### config.mk
export PLATFORM = sky130hd
export DESIGN_NAME = flash_arbiter_flat
export DESIGN_NICKNAME = d
export VERILOG_FILES = /design/src/rtl/flash_arbiter_if.sv /design/src/rtl/flash_arbiter.sv /design/src/flat_wrapper.sv
export SDC_FILE = /design/constraint.sdc
export NUM_CORES = 1
export LEC_CHECK = 0
export ABC_AREA = 1
export CORE_AREA = 5 5 79 136
export CTS_CLUSTER_DIAMETER = 50
export DETAILED_ROUTE_END_ITERATION = 8
export DIE_AREA = 0 0 84 141
export MAX_ROUTING_LAYER = met4
export PLACE_DENSITY = 0.8
export SETUP_SLACK_MARGIN = 0.5
export SKIP_CTS_REPAIR_TIMING = 1
export SYNTH_ARGS = -nofsm -noshare
export SYNTH_HDL_FRONTEND = slang
export SYNTH_SLANG_ARGS = --single-unit
### constraint.sdc
create_clock -name clk -period 2.4 [get_ports clk]
set_clock_uncertainty 0.05 [all_clocks]
set_input_delay 0.24 -clock clk [delete_from_list [all_inputs] [get_ports clk]]
set_output_delay 0.24 -clock clk [all_outputs]
set_load 0.005 [all_outputs]
### src/rtl/flash_arbiter_if.sv
// flash_arbiter_if
// Bundles every non-clock/reset signal of flash_arbiter: the two-requester
// side (req/reqOp/reqPage/reqLen/gnt/done, write and read byte streams) and
// the flash controller side (flCmd/flPage/flBusy/read strobe/FIFO strobes).
// Modports:
//   slave  - the arbiter itself (takes requests and flash status, drives
//            grants, byte streams and flash commands)
//   master - the environment (requesters plus flash controller)
interface flash_arbiter_if;
  logic [1:0]  req;
  logic [3:0]  reqOp;
  logic [31:0] reqPage;
  logic [31:0] reqLen;
  logic [1:0]  gnt;
  logic [1:0]  done;
  logic [7:0]  wrData;
  logic        wrValid;
  logic        wrReady;
  logic [7:0]  rdData;
  logic        rdValid;
  logic        rdLast;
  logic [2:0]  flCmd;
  logic [15:0] flPage;
  logic        flBusy;
  logic [7:0]  flReadData;
  logic        flRdRdy;
  logic [7:0]  flWriteData;
  logic        flFifoWrReq;
  logic        flFifoClr;

  modport slave (
    input  req, reqOp, reqPage, reqLen, wrData, wrValid,
    input  flBusy, flReadData, flRdRdy,
    output gnt, done, wrReady, rdData, rdValid, rdLast,
    output flCmd, flPage, flWriteData, flFifoWrReq, flFifoClr
  );

  modport master (
    output req, reqOp, reqPage, reqLen, wrData, wrValid,
    output flBusy, flReadData, flRdRdy,
    input  gnt, done, wrReady, rdData, rdValid, rdLast,
    input  flCmd, flPage, flWriteData, flFifoWrReq, flFifoClr
  );
endinterface

### src/rtl/flash_arbiter.sv
// flash_arbiter
// Arbitrates two requesters onto one flash controller. A granted requester
// owns the controller until its one-cycle done pulse. Reads stream bytes back
// (rdValid/rdData/rdLast); page writes first load bytes into the flash FIFO,
// then issue the write; erases just issue and wait for the controller.
// Ports:
//   clk    - single clock, rising edge
//   reset  - synchronous, active-high
//   bus    - flash_arbiter_if.slave (request, byte stream and flash signals)
// Parameter:
//   MAX_WR - maximum bytes per page program; write lengths clamp to it
// Configuration macro:
//   FLASH_ARB_RR_EN - defined: round-robin (last-served requester loses ties);
//                     undefined: fixed priority, requester 0 always wins.
module flash_arbiter #(
  parameter int MAX_WR = 256
) (
  input  logic            clk,
  input  logic            reset,
  flash_arbiter_if.slave  bus
);

  localparam logic [1:0]  OP_READ  = 2'd0;
  localparam logic [1:0]  OP_WRITE = 2'd1;
  localparam logic [15:0] MAX_LEN  = 16'(MAX_WR);

  typedef enum logic [2:0] {IDLE, LOAD, ISSUE, RUN, DRAIN, FIN} state_t;

  state_t      state_reg, state_next;
  logic        owner_reg;
  logic [1:0]  op_reg;
  logic [15:0] page_reg;
  logic [15:0] len_reg;
  logic [15:0] count_reg;
  logic [7:0]  rd_data_reg;
  logic        rd_valid_reg;
  logic        rd_last_reg;

  // Request selection
  logic        grant_valid;
  logic        start;
  logic        pick;
  logic [1:0]  sel_op;
  logic [15:0] sel_page;
  logic [15:0] sel_len_raw;
  logic [15:0] sel_len;
  logic        sel_no_data;

  // Byte movement
  logic        fifo_wr;
  logic        rd_take;
  logic        last_byte;

`ifdef FLASH_ARB_RR_EN
  // Requester currently holding the higher priority; the one just served
  // is demoted so the other wins the next tie.
  logic prio_reg;

  always_ff @(posedge clk) begin
    if (reset) begin
      prio_reg <= 1'b0;
    end else if (start) begin
      prio_reg <= ~pick;
    end
  end

  always_comb begin
    pick = bus.req[1] && (prio_reg || !bus.req[0]);
  end
`else
  always_comb begin
    pick = !bus.req[0];
  end
`endif

  always_comb begin
    grant_valid = !reset && (bus.req != 2'b00) && !bus.flBusy;
    start       = (state_reg == IDLE) && grant_valid;
    sel_op      = pick ? bus.reqOp[3:2]     : bus.reqOp[1:0];
    sel_page    = pick ? bus.reqPage[31:16] : bus.reqPage[15:0];
    sel_len_raw = pick ? bus.reqLen[31:16]  : bus.reqLen[15:0];
    sel_len     = sel_len_raw;
    if ((sel_op == OP_WRITE) && (sel_len_raw > MAX_LEN)) begin
      sel_len = MAX_LEN;
    end
    // Zero-length reads/writes finish without touching the flash.
    // Erases ignore the length entirely.
    sel_no_data = ((sel_op == OP_READ) || (sel_op == OP_WRITE)) && (sel_len == 16'd0);
  end

  always_comb begin
    fifo_wr   = (state_reg == LOAD) && bus.wrValid && (count_reg < len_reg);
    rd_take   = (state_reg == RUN) && (op_reg == OP_READ) && bus.flRdRdy;
    last_byte = rd_take && (count_reg == len_reg - 16'd1);
  end

  function automatic logic [2:0] cmd_code(input logic [1:0] op);
    case (op)
      2'd0:    cmd_code = 3'd3;
      2'd1:    cmd_code = 3'd2;
      2'd2:    cmd_code = 3'd1;
      default: cmd_code = 3'd4;
    endcase
  endfunction

  // State and datapath registers
  always_ff @(posedge clk) begin
    if (reset) begin
      state_reg    <= IDLE;
      owner_reg    <= 1'b0;
      op_reg       <= 2'd0;
      page_reg     <= 16'd0;
      len_reg      <= 16'd0;
      count_reg    <= 16'd0;
      rd_data_reg  <= 8'd0;
      rd_valid_reg <= 1'b0;
      rd_last_reg  <= 1'b0;
    end else begin
      state_reg    <= state_next;
      rd_valid_reg <= rd_take;
      rd_last_reg  <= last_byte;
      if (rd_take) begin
        rd_data_reg <= bus.flReadData;
      end
      if (start) begin
        owner_reg <= pick;
        op_reg    <= sel_op;
        page_reg  <= sel_page;
        len_reg   <= sel_len;
        count_reg <= 16'd0;
      end else if (fifo_wr || rd_take) begin
        count_reg <= count_reg + 16'd1;
      end
    end
  end

  // Next-state logic
  always_comb begin
    state_next = state_reg;
    case (state_reg)
      IDLE: begin
        if (start) begin
          if (sel_no_data)              state_next = FIN;
          else if (sel_op == OP_WRITE)  state_next = LOAD;
          else                          state_next = ISSUE;
        end
      end
      LOAD: begin
        if (count_reg == len_reg) state_next = ISSUE;
      end
      ISSUE: begin
        if (bus.flBusy) state_next = RUN;
      end
      RUN: begin
        if (op_reg == OP_READ) begin
          // A controller that goes idle before delivering every byte would
          // otherwise leave the owner stuck; finish the operation instead.
          if (last_byte)        state_next = DRAIN;
          else if (!bus.flBusy) state_next = FIN;
        end else if (!bus.flBusy) begin
          state_next = FIN;
        end
      end
      DRAIN: begin
        if (!bus.flBusy) state_next = FIN;
      end
      FIN:     state_next = IDLE;
      default: state_next = IDLE;
    endcase
  end

  // Output logic
  always_comb begin
    bus.gnt         = 2'b00;
    bus.done        = 2'b00;
    bus.wrReady     = 1'b0;
    bus.flCmd       = 3'd0;
    bus.flPage      = 16'd0;
    bus.flWriteData = 8'd0;
    bus.flFifoWrReq = 1'b0;
    bus.flFifoClr   = 1'b0;
    if (state_reg != IDLE) begin
      bus.gnt = owner_reg ? 2'b10 : 2'b01;
    end
    case (state_reg)
      IDLE: begin
        bus.flFifoClr = start && (sel_op == OP_WRITE) && !sel_no_data;
      end
      LOAD: begin
        bus.wrReady     = count_reg < len_reg;
        bus.flFifoWrReq = fifo_wr;
        bus.flWriteData = fifo_wr ? bus.wrData : 8'd0;
      end
      ISSUE: begin
        bus.flCmd  = cmd_code(op_reg);
        bus.flPage = page_reg;
      end
      RUN: begin
        if (op_reg == OP_READ) begin
          bus.flCmd  = 3'd3;
          bus.flPage = page_reg;
        end
      end
      FIN: begin
        bus.done = owner_reg ? 2'b10 : 2'b01;
      end
      default: ;
    endcase
  end

  assign bus.rdData  = rd_data_reg;
  assign bus.rdValid = rd_valid_reg;
  assign bus.rdLast  = rd_last_reg;

endmodule

### src/flat_wrapper.sv
// flat-port wrapper written by rule: the top's interface ports become plain ports
module flash_arbiter_flat 
#(
  parameter int MAX_WR = 256
)
  (clk, reset, bus_req, bus_reqOp, bus_reqPage, bus_reqLen, bus_wrData, bus_wrValid, bus_flBusy, bus_flReadData, bus_flRdRdy, bus_gnt, bus_done, bus_wrReady, bus_rdData, bus_rdValid, bus_rdLast, bus_flCmd, bus_flPage, bus_flWriteData, bus_flFifoWrReq, bus_flFifoClr);
  flash_arbiter_if bus_i ();
  input  logic clk;
  input  logic reset;
  input wire logic [$bits(bus_i.req)-1:0] bus_req;
  input wire logic [$bits(bus_i.reqOp)-1:0] bus_reqOp;
  input wire logic [$bits(bus_i.reqPage)-1:0] bus_reqPage;
  input wire logic [$bits(bus_i.reqLen)-1:0] bus_reqLen;
  input wire logic [$bits(bus_i.wrData)-1:0] bus_wrData;
  input wire logic [$bits(bus_i.wrValid)-1:0] bus_wrValid;
  input wire logic [$bits(bus_i.flBusy)-1:0] bus_flBusy;
  input wire logic [$bits(bus_i.flReadData)-1:0] bus_flReadData;
  input wire logic [$bits(bus_i.flRdRdy)-1:0] bus_flRdRdy;
  output wire logic [$bits(bus_i.gnt)-1:0] bus_gnt;
  output wire logic [$bits(bus_i.done)-1:0] bus_done;
  output wire logic [$bits(bus_i.wrReady)-1:0] bus_wrReady;
  output wire logic [$bits(bus_i.rdData)-1:0] bus_rdData;
  output wire logic [$bits(bus_i.rdValid)-1:0] bus_rdValid;
  output wire logic [$bits(bus_i.rdLast)-1:0] bus_rdLast;
  output wire logic [$bits(bus_i.flCmd)-1:0] bus_flCmd;
  output wire logic [$bits(bus_i.flPage)-1:0] bus_flPage;
  output wire logic [$bits(bus_i.flWriteData)-1:0] bus_flWriteData;
  output wire logic [$bits(bus_i.flFifoWrReq)-1:0] bus_flFifoWrReq;
  output wire logic [$bits(bus_i.flFifoClr)-1:0] bus_flFifoClr;
  assign bus_i.req = bus_req;
  assign bus_i.reqOp = bus_reqOp;
  assign bus_i.reqPage = bus_reqPage;
  assign bus_i.reqLen = bus_reqLen;
  assign bus_i.wrData = bus_wrData;
  assign bus_i.wrValid = bus_wrValid;
  assign bus_i.flBusy = bus_flBusy;
  assign bus_i.flReadData = bus_flReadData;
  assign bus_i.flRdRdy = bus_flRdRdy;
  assign bus_gnt = bus_i.gnt;
  assign bus_done = bus_i.done;
  assign bus_wrReady = bus_i.wrReady;
  assign bus_rdData = bus_i.rdData;
  assign bus_rdValid = bus_i.rdValid;
  assign bus_rdLast = bus_i.rdLast;
  assign bus_flCmd = bus_i.flCmd;
  assign bus_flPage = bus_i.flPage;
  assign bus_flWriteData = bus_i.flWriteData;
  assign bus_flFifoWrReq = bus_i.flFifoWrReq;
  assign bus_flFifoClr = bus_i.flFifoClr;
  flash_arbiter #(.MAX_WR(MAX_WR)) u_core (.clk(clk), .reset(reset), .bus(bus_i));
endmodule
==> reports/qor.txt <==
================================================================================
DPL Wire Length                                                         12.92 mm
Final max-slew violation count                                                 0
Cell type with the highest aggregate area in the netlist                 dfxtp_1
Clk_lat worst skew                                                       0.34 ns
Most numerous cell types in the synthesized netlist                 nand2_1, inv_1, nor2_1
Relative contribution of the clock network to total power                  29.9%
GR Overflow Total                                                              0
Count of flip-flops with a built-in enable after synthesis                     0
Layout cell share with drive strength beyond 1                            31.75%
Sequential Power Share                                                     24.9%
Final layout net count                                                     1,049
Post-Route Setup TNS                                                  -0.1205 ns
Number of port buffers                                                       134
Hold path endpoint                                                  u_core.page_reg[10]
Final instance area                                                 0.007664 mm²
Worst-case hold slack                                                  0.3860 ns
Logic depth of the worst register-to-register path                            14
Depth of the CTS H-tree                                                        3
Most instantiated flip-flop cell in the synthesis netlist                dfxtp_1
Post-synth top area share                                                 28.75%
Wirelength per Cell                                                     17.08 µm
Critical setup path kind                                                 reg2out
Share of the clock period used by the worst path after layout             101.5%
Avg Vias per Cell                                                          5.345
Top cells by area in the synthesized netlist                        dfxtp_1, nand2_1, inv_1
Status                                                              complete, but fails checks
Hold Fails Final Rpt                                                           0
Arr. time, crit path                                                     2.15 ns
Top-Level Pins                                                               135
Startpoint of the lowest-slack register-to-register path            u_core.len_reg[6]
Starting Density                                                          46.38%
Final period demand of the worst path                                   2.436 ns
Post-Route WL                                                           18.28 mm
Number of vias in the routed layout                                        5,719
# clock sinks                                                                 64
Number of register bits inferred by synthesis                                 64
Clock tree from TritonCTS                                                  built
Unique masters post-synth                                                     38
Proportion of power drawn by combinational gates                           45.2%
Post-placement setup slack                                            -0.4077 ns
Violations in the final reports                                     negative setup slack
Endpoint of the most critical register-to-register path             u_core.count_reg[0]
Largest net degree at the start of global routing                             35
GRT Overall Usage                                                         26.88%
Clk pin slew, worst setup/hold paths                                     0.06 ns
Antenna-violating nets left                                                    0
Peak ir drop on the vdd network                                         556.6 µV
Maximum fanout count along the critical path                                   4
Bufs on Longest Clock Path                                                     2
Syn-to-layout area delta                                                  71.95%
Achievable Freq                                                       0.4104 GHz
LEAKAGE                                                                 3.573 nW
Slew Limit Headroom                                                       52.66%
Sequential cell area                                                0.001309 mm²
Unrepaired setup endpoints after global routing                             true
Number of design rule violations left after detail routing                     0
Net Sw Power                                                            1.866 mW
Global-route wire length before repair                                  24.83 mm
Post-Syn Area per Cell                                                 6.207 µm²
Count of placed standard cells including taps                              1,030
Std-Cell Rows                                                                 48
Syn Nets                                                                     827
Path class of the lowest-slack min-delay path                             in2reg
Slew at the pin with the worst max-slew slack                          0.7094 ns
Cells after Synth                                                            718
Number of detailed-routing iterations run before antenna repair                5
Setup slack, reg-to-reg                                                  0.03 ns
Startpoint of the tightest hold check path                            bus_req[0]
Multi-input combinational cell area                                 0.003331 mm²
Most common cell in the netlist                                          nand2_1
Number of maximum-capacitance constraint violations                            0
Core area                                                           0.009609 mm²
Fill count                                                                   642
Antenna diode count                                                            0
Routability Congestion                                                    0.9451
Overall die width                                                          84 µm
Number of antenna violations at the first check in global routing              0
Internal power                                                          3.164 mW
Final design utilization                                                  79.75%
Post-Layout Cell Count                                                     1,070
DIE HEIGHT                                                                141 µm
Required time of the critical path                                       2.11 ns
Setup Viol. Count Final                                                        4
Worst-case setup margin in the final layout                          -0.03641 ns
Pwr dens                                                            656.3 mW/mm²
Kind of end point of the critical path                               output port
Overall power                                                           5.030 mW
Number of buffers created by CTS                                               9
Root cell of the clock tree                                            clkbuf_16
Nature of the critical path startpoint                                 flip-flop
Initial DRC count                                                            359
Cell area after technology mapping                                  0.004457 mm²
Proportion of synthesized chip area in sequential cells                   28.75%
Worst Hold Path Cells                                                          4
Async set-or-reset flop fraction in the synthesized netlist                   0%
Post-place instance area                                            0.006429 mm²
Switching Share                                                           37.10%
Number of global-route vias before repair                                  5,622
YS warnings                                                                    0
Die Area                                                             0.01184 mm²
================================================================================
cells by family (layout without fill, tap and decap cells):
kind of cell | after synthesis | count (layout) | share of synthesized area [%]
adder cells (fa/ha/maj) | 18 | 18 | 5.053
AO/OA/AOI/OAI | 116 | 116 | 14.26
AND/OR/NAND/NOR | 364 | 365 | 34.39
XOR/XNOR | 26 | 26 | 5.109
flip-flops | 64 | 64 | 28.75
buffers and inverters | 130 | 356 | 12.44
power groups by stage:
stage | Combinational [mW] | Sequential (mW) | Clock (mW)
after floorplan | 0.913 | 1.24 | 0
after global placement | 1.59 | 1.24 | 0
after detailed placement | 1.64 | 1.24 | 0
after CTS | 1.65 | 1.22 | 1.50
after global routing | 2.44 | 1.26 | 1.54
final | 2.28 | 1.25 | 1.50
cell type report:
type	instances	share of cell area [%]
multi-input cells	525	43.46
clock buffers	11	3.298
inverters	108	5.584
repair inverters	1	0.1469
flip-flops and latches	64	17.08
repair buffers	231	27.27
well taps	125	2.041
clock inverters	5	1.127
critical path, stage by stage, from the launching register on:
cell and delay, ns:
dfxtp_2 0.32, inv_1 0.06, ha_1 0.30, nand2_2 0.09, o21ai_2 0.17, a21oi_2 0.05
buf_4 0.14, or2_4 0.28, nand4_4 0.13, buf_6 0.12, nor2_4 0.03, buf_2 0.12
cells in the final DEF, fill, tap and decap left out, drive strengths merged, types with 2 or more instances in the layout:
master	count
nand2	195
clkdlybuf4s50	101
bufinv	2
xnor2	10
clkinv	2
o22ai	11
xor2	16
ha	18
a211oi	2
nand4	8
buf	117
nand3b	3
or2	5
nor4	4
nor3	16
dlymetal6s2s	4
nand3	30
o21ai	51
dfxtp	64
a21oi	33
clkbuf	20
a31oi	17
nor2	103
inv	110
worst max path at each step:
stage                      start             endpoint  slack, ns
6_report       u_core.len_reg[6]   bus_flWriteData[1]      -0.04
3_5_place_dp          bus_req[0]        bus_flFifoClr      -0.41
2_1_floorplan  u_core.len_reg[7]  u_core.count_reg[1]       0.52
5_1_grt        u_core.len_reg[6]   bus_flWriteData[1]      -0.08
4_1_cts        u_core.len_reg[1]   bus_flWriteData[2]      -0.45
3_3_place_gp          bus_req[0]        bus_flFifoClr      -0.35
metal layers:
| layer | vias up | part of all wire [%] | global-route usage, % |
|---|---|---|---|
| met5 | - | 0 | - |
| met4 | 0 | 6.4 | 16.36 |
| met3 | 81 | 5.2 | 3.860 |
| met2 | 246 | 56 | 52.50 |
| met1 | 2654 | 32 | 23.54 |
| li1 | 2738 | - | - |
No activity file was read; power rests on OpenSTA's default activity.
